===== src/rtl/branch_pkg.sv =====
// Shared encodings for the branch predictor: RISC-V opcodes, branch funct3
// codes, 2-bit counter states and the saturating counter step.
package branch_pkg;

  localparam logic [6:0] OPC_JAL    = 7'b1101111;
  localparam logic [6:0] OPC_JALR   = 7'b1100111;
  localparam logic [6:0] OPC_BRANCH = 7'b1100011;

  localparam logic [2:0] F3_BEQ  = 3'b000;
  localparam logic [2:0] F3_BNE  = 3'b001;
  localparam logic [2:0] F3_BLT  = 3'b100;
  localparam logic [2:0] F3_BGE  = 3'b101;
  localparam logic [2:0] F3_BLTU = 3'b110;
  localparam logic [2:0] F3_BGEU = 3'b111;

  localparam logic [1:0] CNT_STRONG_NT = 2'b00;
  localparam logic [1:0] CNT_WEAK_NT   = 2'b01;
  localparam logic [1:0] CNT_WEAK_T    = 2'b10;
  localparam logic [1:0] CNT_STRONG_T  = 2'b11;

  // Step a 2-bit counter toward the observed direction, sticking at the ends.
  function automatic logic [1:0] sat_update(input logic [1:0] cnt, input logic taken);
    logic [1:0] nxt;
    nxt = cnt;
    if (taken && (cnt != CNT_STRONG_T)) nxt = cnt + 2'd1;
    else if (!taken && (cnt != CNT_STRONG_NT)) nxt = cnt - 2'd1;
    return nxt;
  endfunction

endpackage


===== src/rtl/branch_cond.sv =====
// Decodes a resolving instruction: actual direction from the ALU flags, and
// whether it is a conditional branch or an unconditional jump.
module branch_cond
  import branch_pkg::*;
(
  input  logic [6:0] opcode_i,
  input  logic [2:0] funct3_i,
  input  logic       zf_i,
  input  logic       cf_i,
  input  logic       vf_i,
  input  logic       sf_i,
  output logic       taken_o,
  output logic       is_cond_o,
  output logic       is_jump_o
);

  always_comb begin
    taken_o   = 1'b0;
    is_cond_o = 1'b0;
    is_jump_o = 1'b0;
    if (opcode_i == OPC_JAL || opcode_i == OPC_JALR) begin
      taken_o   = 1'b1;
      is_jump_o = 1'b1;
    end else if (opcode_i == OPC_BRANCH) begin
      // funct3 010/011 are reserved: not taken and not a conditional branch.
      is_cond_o = 1'b1;
      case (funct3_i)
        F3_BEQ:  taken_o = zf_i;
        F3_BNE:  taken_o = ~zf_i;
        F3_BLT:  taken_o = sf_i ^ vf_i;
        F3_BGE:  taken_o = ~(sf_i ^ vf_i);
        F3_BLTU: taken_o = cf_i;
        F3_BGEU: taken_o = ~cf_i;
        default: is_cond_o = 1'b0;
      endcase
    end
  end

endmodule


===== src/rtl/branch_predict_unit.sv =====
// Bimodal branch predictor: a table of 2-bit saturating counters indexed by
// PC word address, with resolution-time update and branch/mispredict stats.
module branch_predict_unit
  import branch_pkg::*;
#(
  parameter int ENTRIES = 64,
  parameter int XLEN    = 32,
  parameter int CNT_W   = 32
) (
  input  logic             clk,
  input  logic             rst_n,
  input  logic [XLEN-1:0]  pred_pc,
  output logic             pred_taken,
  input  logic             res_valid,
  input  logic [XLEN-1:0]  res_pc,
  input  logic [6:0]       res_opcode,
  input  logic [2:0]       res_funct3,
  input  logic             zf,
  input  logic             cf,
  input  logic             vf,
  input  logic             sf,
  input  logic             res_pred_taken,
  output logic             res_taken,
  output logic             mispredict,
  output logic [CNT_W-1:0] branch_cnt,
  output logic [CNT_W-1:0] mispredict_cnt
);

  localparam int IDX_W = $clog2(ENTRIES);

  logic [1:0]       bht_q [ENTRIES];
  logic [IDX_W-1:0] pred_idx;
  logic [IDX_W-1:0] res_idx;
  logic             is_cond;
  logic             is_jump;
  logic             armed_q;
  logic             res_live;
  logic             cond_upd;
  logic             cond_miss;
  logic             mispredict_d;
  logic             mispredict_q;
  logic [CNT_W-1:0] branch_cnt_d,     branch_cnt_q;
  logic [CNT_W-1:0] mispredict_cnt_d, mispredict_cnt_q;
  logic             unused_pc_bits;

  assign pred_idx = pred_pc[IDX_W+1:2];
  assign res_idx  = res_pc[IDX_W+1:2];
  assign unused_pc_bits = ^{pred_pc[XLEN-1:IDX_W+2], pred_pc[1:0],
                            res_pc[XLEN-1:IDX_W+2], res_pc[1:0]};

  branch_cond u_cond (
    .opcode_i  (res_opcode),
    .funct3_i  (res_funct3),
    .zf_i      (zf),
    .cf_i      (cf),
    .vf_i      (vf),
    .sf_i      (sf),
    .taken_o   (res_taken),
    .is_cond_o (is_cond),
    .is_jump_o (is_jump)
  );

  // No bypass: a same-cycle resolution to this entry shows up next cycle.
  assign pred_taken = bht_q[pred_idx][1];

  // armed_q stays low for the first edge after reset release so a resolution
  // presented in that cycle is dropped.
  assign res_live  = res_valid & armed_q;
  assign cond_upd  = res_live & is_cond;
  assign cond_miss = cond_upd & (res_taken != res_pred_taken);

  always_comb begin
    mispredict_d     = cond_miss | (res_live & is_jump & ~res_pred_taken);
    branch_cnt_d     = branch_cnt_q;
    mispredict_cnt_d = mispredict_cnt_q;
    if (cond_upd && !(&branch_cnt_q)) branch_cnt_d = branch_cnt_q + 1'b1;
    if (cond_miss && !(&mispredict_cnt_q)) mispredict_cnt_d = mispredict_cnt_q + 1'b1;
  end

  always_ff @(posedge clk or negedge rst_n) begin
    if (!rst_n) begin
      for (int i = 0; i < ENTRIES; i++) bht_q[i] <= CNT_WEAK_NT;
    end else if (cond_upd) begin
      bht_q[res_idx] <= sat_update(bht_q[res_idx], res_taken);
    end
  end

  always_ff @(posedge clk or negedge rst_n) begin
    if (!rst_n) begin
      armed_q          <= 1'b0;
      mispredict_q     <= 1'b0;
      branch_cnt_q     <= '0;
      mispredict_cnt_q <= '0;
    end else begin
      armed_q          <= 1'b1;
      mispredict_q     <= mispredict_d;
      branch_cnt_q     <= branch_cnt_d;
      mispredict_cnt_q <= mispredict_cnt_d;
    end
  end

  assign mispredict     = mispredict_q;
  assign branch_cnt     = branch_cnt_q;
  assign mispredict_cnt = mispredict_cnt_q;

endmodule


===== config.mk =====
export PLATFORM = sky130hd
export DESIGN_NAME = branch_predict_unit
export DESIGN_NICKNAME = d
export VERILOG_FILES = /design/src/rtl/branch_pkg.sv /design/src/rtl/branch_cond.sv /design/src/rtl/branch_predict_unit.sv
export SDC_FILE = /design/constraint.sdc
export NUM_CORES = 1
export LEC_CHECK = 0
export ABC_AREA = 0
export CORE_ASPECT_RATIO = 1.4
export CORE_MARGIN = 5
export CORE_UTILIZATION = 50
export CTS_CLUSTER_DIAMETER = 150
export DETAILED_ROUTE_END_ITERATION = 8
export PLACE_DENSITY = 0.78
export SYNTH_ARGS = -nofsm -noshare
export SYNTH_HDL_FRONTEND = slang
export SYNTH_SLANG_ARGS = --single-unit
export TNS_END_PERCENT = 5

===== constraint.sdc =====
create_clock -name clk -period 4.1 [get_ports clk]
set_input_delay 0.82 -clock clk [delete_from_list [all_inputs] [get_ports clk]]
set_output_delay 0.82 -clock clk [all_outputs]
set_load 0.02 [all_outputs]

==> impl_metrics.toml <==
[routing]
wire_per_inst_um = 18.6
wl_mm = 26.0
drc = 0
viasPerCell = 5.76
drt_iter0_markers = 516
postRouteAntennaNets = 0
firstDrtPassIters = 5
via_count = 8060

[die]
die-area_um2 = 23500
row_count = 62
initial_core_util_pct = 50.3
chipWidth_um = 131
ios = 149
die_h_um = 180
coreArea_um2 = 20400

[logic_synthesis]
ys_types = 72
synth_area_um2 = 10300
synth-async-reset-ratio_pct = 100
ys_seq_elements = 194
netlist_instances = 993
synth-edff-count = 0
synth_nets = 1079
ys.flop_type = "dfrtp_1"
syn_avg_cell_area_um2 = 10.3
synth_seq_area_share_pct = 48.1
ys_warn_count = 0

[final_layout]
stdcell_count = 1400
final_common_cell = "nand2_1"
utilization_pct = 61.2
area_delta_synth_final_pct = 21.6
layout-drive-gt1-share_pct = 24.4
fin_area_um2 = 12500
final_cell_mix = "227 x nand2_1, 130 x dfrtp_1, 91 x clkdlybuf4s50_1"
fin_nets = 1216

[place]
post_dp_cell_area_um2 = 11900
numPortBuffers = 96
dp_cells = 1366
pre_cts_slack_ps = -340
place.gp.congestion = 0.930
dp_hpwl_mm = 18.5

[global_route]
grt_pass1_wl_mm = 43.5
first_global_vias = 8376
antenna_found_initial = 0
grt_use_total_pct = 22.5
grt_max_degree = 130
overflow = 0

[cts]
cts_root_buf = "clkbuf_16"
cts_tree = "yes"
clockBufferDepth = 2
cts-htree-levels = 4
cts_sinks = 194
clk_latency_ps = 450
clk_pin_slew_ps = 70
numCtsBuffers = 17

[sta]
fmax_mhz = 247
fin_worst_skew_ps = 14.0
tightest_slew_ps = 1060
whs_ps = 463
hold_viol_final = 0
min_period_ps = 4050
period_share_pct = 98.7
worst_slack_ps = 54.7
slew_viol_final = 0
setup_viol = 0
slew_headroom_pct = 29.3
rsz0062_at_grt = "false"

[setup_path]
crit_slowest_cell = "mux4_2"
endpoint_kind = "output port"
worst-path-max-fanout = 8
crit_chain = "clkdlybuf4s15_1 -> bufbuf_16 -> mux4_2 -> mux4_2 -> mux4_2 -> dlygate4sd2_1"
crit_buf_inv = 3
path_class = "primary input to output port"
path_delay_family = "multiplexers"
cp-start-kind = "primary input"
cp.required_ps = 3280
cp.arrival_ps = 3230
slowest_delay_ps = 510
cp_common_cell = "mux4_2"

[hold_path]
hp-class = "register to register"

[power_and_ir_drop]
leakagePower_nw = 5.13
p_sw_mw = 1.00
ir_drop_uv = 287
p_seq_share_pct = 48.7
p_per_area_nw_per_um2 = 316
pwr-share-clk_pct = 42.1
swShare_pct = 25.5
combPwrFrac_pct = 9.1
p_int_mw = 2.94

[outcome]
outcome = "finished clean"

[job]
max_cap_violations = 0
## synth_stat cells (2+ instances only)
master,instances,share of area (%)
nand2_1,227,8.3
dfrtp_1,130,32
dfstp_2,64,16
o21ai_0,62,3.0
o21ai_2,60,5.1
nor2_1,43,1.6
xor2_1,37,3.2
nand3_1,35,1.7
mux2i_1,30,2.9
mux4_2,30,6.6
xnor2_1,27,2.3
o21ai_1,17,0.83
and3_1,16,0.97
nor3_1,16,0.78
clkbuf_1,15,0.55
inv_1,14,0.51
a21oi_1,13,0.63
nand4_1,13,0.79
nand2b_1,11,0.67
nor4_1,8,0.49
buf_2,7,0.34
buf_8,7,1.0
nand3b_1,7,0.51
nor3b_1,7,0.51
o22a_1,7,0.60
and4_1,6,0.51
buf_6,6,0.66
a221oi_1,5,0.43
buf_1,5,0.18
mux2_2,5,0.55
or3b_2,5,0.43
ha_1,4,0.49
a31oi_1,3,0.18
and3b_1,3,0.26
buf_4,3,0.22
or3_1,3,0.18
a21o_1,2,0.15
a22oi_1,2,0.15
and2_1,2,0.12
nor3b_2,2,0.24
o22ai_1,2,0.12
or2_2,2,0.12
## worst register-to-register path, cell delays in order, from the launching register on
cell and delay [ps]:
dfstp_2 370, and3_1 160, o21ai_0 250, a31oi_1 160
nor4_1 480, o311ai_2 260, inv_1 100, ha_1 270
o31ai_1 260, buf_4 160, o221ai_4 110, buf_12 170
buf_12 130, o21ai_0 170
## stage by stage
| step | setup TNS (ps) | power (mW) |
|---|---|---|
| 4_1_cts | 0 | 3.97 |
| 3_3_place_gp | -3890 | 2.31 |
| 3_5_place_dp | -12140 | 2.31 |
| 2_1_floorplan | 0 | 2.13 |
| 6_report | 0 | 3.94 |
| 5_1_grt | 0 | 4.10 |
## power by group through the flow
stage | clock network, mW | logic [mW] | registers [mW]
5_1_grt | 1.79 | 0.386 | 1.92
2_1_floorplan | 0 | 0.176 | 1.96
6_report | 1.66 | 0.361 | 1.92
3_5_place_dp | 0 | 0.357 | 1.96
4_1_cts | 1.69 | 0.362 | 1.92
3_3_place_gp | 0 | 0.353 | 1.96
## final cells by class
cell class,instances,area [um2]
clock inverter,14,140
tap,256,320
sequential,194,4930
clock buffer,18,439
multi-input combinational,738,4950
timing repair buffer,164,1640
fill,1646,7920
antenna,1,2.50
inverter,15,56.3
## path summary, 6_finish.rpt
path	startpoint	to	slack, ps	cells after the start
hold reg to reg	bht_q[24]	bht_q[24]	460	2
max in group asynchronous	rst_n	mispredict_cnt[17]	2510	2
hold / removal	bht_q[24]	bht_q[24]	460	2
setup / recovery	pred_pc[2]	pred_taken	50	6
setup reg to reg	bht_q[0]	bht_q[5]	950	13
min in group asynchronous	rst_n	bht_q[17]	470	1
## state kept, by name (all words and copies together) (netlist names)
signal,count
armed_q,1
bht_q,128
branch_cnt,32
mispredict,1
mispredict_cnt,32
## logic make-up after synthesis
group,count (synthesis),synth area share (%)
other,1,0.0365
XOR/XNOR,66,5.85
flip-flops,194,48.1
AND/OR/NAND/NOR,413,18.8
multiplexers,65,10.1
AO/OA/AOI/OAI,189,12.9
buffers and inverters,61,3.84
adder cells (fa/ha/maj),4,0.487
## per-layer routing
metal | part of all wire, % | vias up | track usage, %
met4 | 3.8 | 0 | 9.69
met5 | 0 | - | 0
met3 | 6.7 | 75 | 5.73
met1 | 40 | 3917 | 27.8
met2 | 50 | 286 | 37.4
li1 | - | 3782 | -
## timing repair
| action | CTS | global route |
|---|---|---|
| endpoints found under the setup margin | 1 | 1 |
| hold buffers | 0 | 0 |
| gates cloned | 1 | 0 |
| buffers inserted | 0 | 0 |
| gates resized for setup | 2 | 1 |
Note: power is estimated with default switching activity, not from simulation.
